## src/rtl/trigger_sequencer_if.sv

```systemverilog
// Command/status bundle between a trigger_sequencer and whatever drives it
// (software bridge or upstream FSM).
interface trigger_sequencer_if #(parameter int W = 8);
  logic         start;
  logic         stop;
  logic [W-1:0] period_in;
  logic [W-1:0] count_in;
  logic         busy;
  logic         trigger;
  logic         done;
  logic         err;
  logic [W-1:0] trig_cnt;

  modport master (
    output start, stop, period_in, count_in,
    input  busy, trigger, done, err, trig_cnt
  );

  modport slave (
    input  start, stop, period_in, count_in,
    output busy, trigger, done, err, trig_cnt
  );
endinterface

```

## src/rtl/trigger_sequencer.sv

```systemverilog
// Programmable trigger train generator: emits single-cycle pulses every
// per clocks, for rem pulses (or forever when rem is 0), until stopped.
module trigger_sequencer #(
  parameter int W = 8
) (
  input logic              clk,
  input logic              rst,
  trigger_sequencer_if.slave bus
);

  localparam logic [0:0]   IDLE = 1'b0;
  localparam logic [0:0]   RUN  = 1'b1;
  localparam logic [W-1:0] ONE  = {{(W-1){1'b0}}, 1'b1};
  localparam logic [W-1:0] ZERO = {W{1'b0}};

  logic [0:0]   state_r;
  logic [W-1:0] cnt_r;
  logic [W-1:0] per_r;
  logic [W-1:0] rem_r;
  logic [W-1:0] trig_cnt_r;
  logic         busy_r;
  logic         trigger_r;
  logic         done_r;
  logic         err_r;
  logic         terminal_s;

  // Last clock of the current period; per_r is never 0 while running.
  always_comb begin
    terminal_s = (cnt_r == (per_r - ONE));
  end

  // Sequencer state, counters and registered status pulses.
  always_ff @(posedge clk) begin
    if (!rst) begin
      state_r    <= IDLE;
      cnt_r      <= ZERO;
      per_r      <= ZERO;
      rem_r      <= ZERO;
      trig_cnt_r <= ZERO;
      busy_r     <= 1'b0;
      trigger_r  <= 1'b0;
      done_r     <= 1'b0;
      err_r      <= 1'b0;
    end else begin
      trigger_r <= 1'b0;
      done_r    <= 1'b0;
      err_r     <= 1'b0;
      case (state_r)
        IDLE: begin
          if (bus.start && !bus.stop) begin
            if (bus.period_in == ZERO) begin
              err_r <= 1'b1;
            end else begin
              state_r    <= RUN;
              busy_r     <= 1'b1;
              per_r      <= bus.period_in;
              rem_r      <= bus.count_in;
              cnt_r      <= ZERO;
              trig_cnt_r <= ZERO;
            end
          end
        end
        RUN: begin
          if (bus.stop) begin
            // Abort wins over a coinciding terminal count; trig_cnt is kept.
            state_r <= IDLE;
            busy_r  <= 1'b0;
            cnt_r   <= ZERO;
          end else if (terminal_s) begin
            cnt_r      <= ZERO;
            trigger_r  <= 1'b1;
            trig_cnt_r <= trig_cnt_r + ONE;
            if (rem_r == ONE) begin
              rem_r   <= ZERO;
              done_r  <= 1'b1;
              state_r <= IDLE;
              busy_r  <= 1'b0;
            end else if (rem_r != ZERO) begin
              rem_r <= rem_r - ONE;
            end else begin
              rem_r <= rem_r;
            end
          end else begin
            cnt_r <= cnt_r + ONE;
          end
        end
        default: begin
          state_r <= IDLE;
          busy_r  <= 1'b0;
          cnt_r   <= ZERO;
        end
      endcase
    end
  end

  assign bus.busy     = busy_r;
  assign bus.trigger  = trigger_r;
  assign bus.done     = done_r;
  assign bus.err      = err_r;
  assign bus.trig_cnt = trig_cnt_r;

endmodule

```

## src/flat_wrapper.sv

```systemverilog
// flat-port wrapper written by rule: the top's interface ports become plain ports
module trigger_sequencer_flat 
#(
  parameter int W = 8
)
  (clk, rst, bus_start, bus_stop, bus_period_in, bus_count_in, bus_busy, bus_trigger, bus_done, bus_err, bus_trig_cnt);
  trigger_sequencer_if #(.W(W)) bus_i ();
  input logic clk;
  input logic rst;
  input wire logic [$bits(bus_i.start)-1:0] bus_start;
  input wire logic [$bits(bus_i.stop)-1:0] bus_stop;
  input wire logic [$bits(bus_i.period_in)-1:0] bus_period_in;
  input wire logic [$bits(bus_i.count_in)-1:0] bus_count_in;
  output wire logic [$bits(bus_i.busy)-1:0] bus_busy;
  output wire logic [$bits(bus_i.trigger)-1:0] bus_trigger;
  output wire logic [$bits(bus_i.done)-1:0] bus_done;
  output wire logic [$bits(bus_i.err)-1:0] bus_err;
  output wire logic [$bits(bus_i.trig_cnt)-1:0] bus_trig_cnt;
  assign bus_i.start = bus_start;
  assign bus_i.stop = bus_stop;
  assign bus_i.period_in = bus_period_in;
  assign bus_i.count_in = bus_count_in;
  assign bus_busy = bus_i.busy;
  assign bus_trigger = bus_i.trigger;
  assign bus_done = bus_i.done;
  assign bus_err = bus_i.err;
  assign bus_trig_cnt = bus_i.trig_cnt;
  trigger_sequencer #(.W(W)) u_core (.clk(clk), .rst(rst), .bus(bus_i));
endmodule
```

## config.mk

```make
export PLATFORM = sky130hd
export DESIGN_NAME = trigger_sequencer_flat
export DESIGN_NICKNAME = d
export VERILOG_FILES = /design/src/rtl/trigger_sequencer_if.sv /design/src/rtl/trigger_sequencer.sv /design/src/flat_wrapper.sv
export SDC_FILE = /design/constraint.sdc
export NUM_CORES = 1
export LEC_CHECK = 0
export CAP_MARGIN = 25
export CORE_AREA = 5 5 75 70
export DETAILED_ROUTE_END_ITERATION = 8
export DIE_AREA = 0 0 80 75
export PLACE_DENSITY = 0.7
export RECOVER_POWER = 25
export SLEW_MARGIN = 5
export SYNTH_ARGS = -nofsm -noshare
export SYNTH_HDL_FRONTEND = slang
export SYNTH_SLANG_ARGS = --single-unit
```

## constraint.sdc

```tcl
create_clock -name clk -period 2.6 [get_ports clk]
set_clock_uncertainty 0.1 [all_clocks]
set_input_delay 0.39 -clock clk [delete_from_list [all_inputs] [get_ports clk]]
set_output_delay 0.39 -clock clk [all_outputs]
set_load 0.02 [all_outputs]
```

==> results summary <==
The flow ran to the end, and the final reports show no timing, DRC or antenna violations. The share of the core filled with cells in the final layout is 0.608. The die is 80 um wide. The achievable clock frequency came out at 395 MHz. The largest single stage delay on the critical path is 0.50 ns. The analysis attributes to cell leakage a power of 0.988 nW. Entering global routing, the biggest net connects 13 pins.

Buffers inserted during clock tree synthesis total 5. The remaining antenna violation count is 0. The worst setup path is launched from a flip-flop.

The worst path arrival time came out at 2.65 ns. The detailed placer's ending HPWL is 3700 um. Setup violations remaining at the end of the flow were counted as 0. For this configuration, the core starts out at a cell density of 0.460. In the synthesized netlist, the cells that appear most often are 37 x dfxtp_1, 36 x nand2_1, 27 x nor2_1, 20 x a21oi_1, 12 x o21ai_0. The internal power summed over all cells came out at 0.902 mW. The hold violation count in the final report is 0. The number of nets produced by synthesis came out at 277. The core outline area came out at 0.00437 sq mm. The number of sinks on the clock net is 37.

Of the total power, the clock network draws 0.305. Traced cell by cell, the critical path runs through inv_2 > ha_4 > and2_4 > o21a_1 > o31a_1 > o41ai_4 > o211ai_4 > or4_1 > a21oi_1. The register share of total power came out at 0.481. The sequential element share of the synthesized area came out at 0.368. Ranked by total cell area, the synthesized netlist is headed by dfxtp_1 37%, nand2_1 6.7%, nor2_1 5.0%. Relative to the synthesized area, the layout overhead comes to 32.1%. The number of distinct library cells after synthesis is 46. For this run, the leading register cell type out of synthesis is dfxtp_1. The tool flagged a number of max-cap violations equal to 0.

Of the cells placed in the final design, the portion with a size suffix greater than 1 is 0.151. The number of placement rows is 23. The power density over the cells is 477 mW/mm^2. The number of design-rule violations left by the first detailed-router iteration came out at 76. The synthesized design contains 37 register bits. The capturing element type of the critical path is a flip-flop. In this run the worst hold path is classified as flip-flop to flip-flop. Global routing finished with a remaining overflow of 0. The clock passes through at most 2 buffers. The met3 usage is 0.0383.

The netlist area before placement is 0.00201 sq mm. The routed via count came out at 1995. The number of search-and-repair iterations in the first detailed-routing pass is 4. The number of H-tree levels came out at 2. The clock root buffer is clkbuf_8. The time the final worst path needs with I/O delays and setup came out at 2.53 ns.

The maximum fanout along the worst path came out at 6. The number of nets in the layout came out at 329. The post-route setup TNS is 0 ns. The design draws 1.27 mW. The net load switching power came out at 0.366 mW. The repair_antennas step left the layout with diodes totalling 0.

The switching part of the total is 0.289. The slack of the worst reg-to-reg path is 0.07 ns. The worst relative slew slack came out at 0.670. A synthesized cell averages 7.99 sq um. The yosys synthesis warning count is 0. The global routing usage on met1 came out at 0.233. The worst-case vdd ir drop came out at 0.000281 V.

Summed over all instances, the cell type with the most area after synthesis is dfxtp_1. The most numerous cell in the Yosys netlist is dfxtp_1. The number of max-slew violations in the final report was 0. At the end of routability-driven placement, the weighted congestion stood at 0.830. The via count of the first global-routing pass came to 1777. Dividing the detail-routed wire length by the instance count gives 13.4 um. Clock latency on the worst-skew pair, taken at its later pin, is 0.29 ns. The async set-reset flop share out of synthesis is 0. The floorplan step defined a die boundary enclosing 0.00600 sq mm. The worst setup path is of the flip-flop to flip-flop kind. The die boundary height is 75 um. The final critical-path share of the clock period came out at 0.973. The first global-routing pass estimated 8180 um of wire. The count of buffers added on input and output ports is 31.

The number of instances in the synthesized netlist came out at 252. The required time of the critical path came out at 2.72 ns. Setup repair after global routing could not meet its margin everywhere. The minimum hold slack is 0.367 ns. The overall global routing resource usage came out at 0.174. The total wire length came out at 4910 um.

The area share of the largest cell type after synthesis came out at 0.368. TritonCTS built the clock tree. The clock edge transition at the registers on the reported setup and hold paths came out at 0.07 ns. The most crowded layer after global routing is met2. The number of antenna violations at the first check in global routing was 0.

The global-route met2 utilization came out at 0.275. The slew at the pin closest to its max-slew limit is 0.490 ns. The power share of the combinational group is 0.215. After layout, the worst setup slack is 0.0695 ns.

For this design the top-level I/O count stands at 32. Counting flops with a built-in enable in the synthesized netlist gives 0. The total DRC errors in the routed layout is 0. Timing analysis after detailed placement gives a worst setup slack of -0.0329 ns. The post-cts hold buffer count came out at 0. The via density per instance came out at 5.44. Among all stages on the critical path, the largest delay is contributed by or4_1.
==> logic make-up after synthesis <==
kind of cell    after synthesis  synth area share
simple gates                105             0.251
flops                        37             0.368
mux                           2           0.00994
xor+xnor                     17            0.0740
buf+inv                      22            0.0423
compound gates               64             0.224
fa+ha+maj                     5            0.0311
==> power groups by stage <==
stage | Sequential, mW | Clock, mW | Combinational, mW
2_1_floorplan | 0.619 | 0 | 0.160
3_3_place_gp | 0.621 | 0 | 0.259
3_5_place_dp | 0.621 | 0 | 0.262
4_1_cts | 0.608 | 0.397 | 0.263
5_1_grt | 0.612 | 0.426 | 0.301
6_report | 0.609 | 0.386 | 0.272
==> critical path: cells and delay by family (launching register included) <==
family / cells / cell delay (ns)
compound gates: 5 / 1.20
simple gates: 2 / 0.65
flops: 1 / 0.34
fa+ha+maj: 1 / 0.15
buf+inv: 1 / 0.04
==> placed cells by master (no fill, tap or decap), drive strengths merged, types with 3 or more instances in the layout <==
cell	n
a21oi	20
inv	11
buf	24
clkbuf	6
dfxtp	37
nand2	36
nor4	9
or3	4
xor2	8
nor2	27
clkinv	3
xnor2	9
dlygate4sd3	5
nor2b	3
a31o	3
ha	5
nand3	4
and3	3
o31ai	3
o211ai	6
nor3	3
nand4	8
o21ai	13
clkdlybuf4s50	26
==> timing repair <==
item | CTS | global route
setup buffers | 0 | 1
setup endpoints to repair | 0 | 23
resized for setup | 0 | 12
==> flip-flops by register name, summed over array words and instances (netlist names) <==
register	flops
u_core.per_r	8
u_core.bus.trigger	1
u_core.bus.trig_cnt	8
u_core.bus.done	1
u_core.rem_r	8
u_core.cnt_r	8
u_core.bus.busy	1
u_core.state_r	1
u_core.bus.err	1
==> metal layers <==
metal | vias up | wire length, um | part of all wire
met5 | - | 0 | 0
met4 | 0 | 71 | 0.014
met3 | 6 | 282 | 0.057
met2 | 56 | 2170 | 0.44
met1 | 921 | 2390 | 0.49
li1 | 1012 | - | -
==> per-stage QoR <==
step | std cells | area, sq um
detailed placement | 358 | 2530
floorplan | 252 | 2010
global route | 367 | 2660
CTS | 366 | 2620
global placement | 358 | 2530
finish | 367 | 2660
==> layout make-up <==
| cell class | instances | area, sq um |
|---|---|---|
| inverters | 12 | 45.0 |
| well taps | 62 | 77.6 |
| flip-flops and latches | 37 | 743 |
| clock inverters | 2 | 10.0 |
| fillers | 419 | 1720 |
| multi-input cells | 193 | 1210 |
| clock buffers | 6 | 72.6 |
| repair buffers | 55 | 498 |
==> final timing paths <==
| kind | to | depth (start not counted) | from |
|---|---|---|---|
| max | u_core.bus.trig_cnt[7]$_SDFFE_PN0P_ | 9 | u_core.per_r[0]$_SDFFE_PN0P_ |
| min | u_core.per_r[7]$_SDFFE_PN0P_ | 2 | u_core.per_r[7]$_SDFFE_PN0P_ |
| max reg2reg | u_core.bus.trig_cnt[7]$_SDFFE_PN0P_ | 9 | u_core.per_r[0]$_SDFFE_PN0P_ |
| min reg2reg | u_core.per_r[7]$_SDFFE_PN0P_ | 2 | u_core.per_r[7]$_SDFFE_PN0P_ |
No activity file was read; power rests on OpenSTA's default activity.
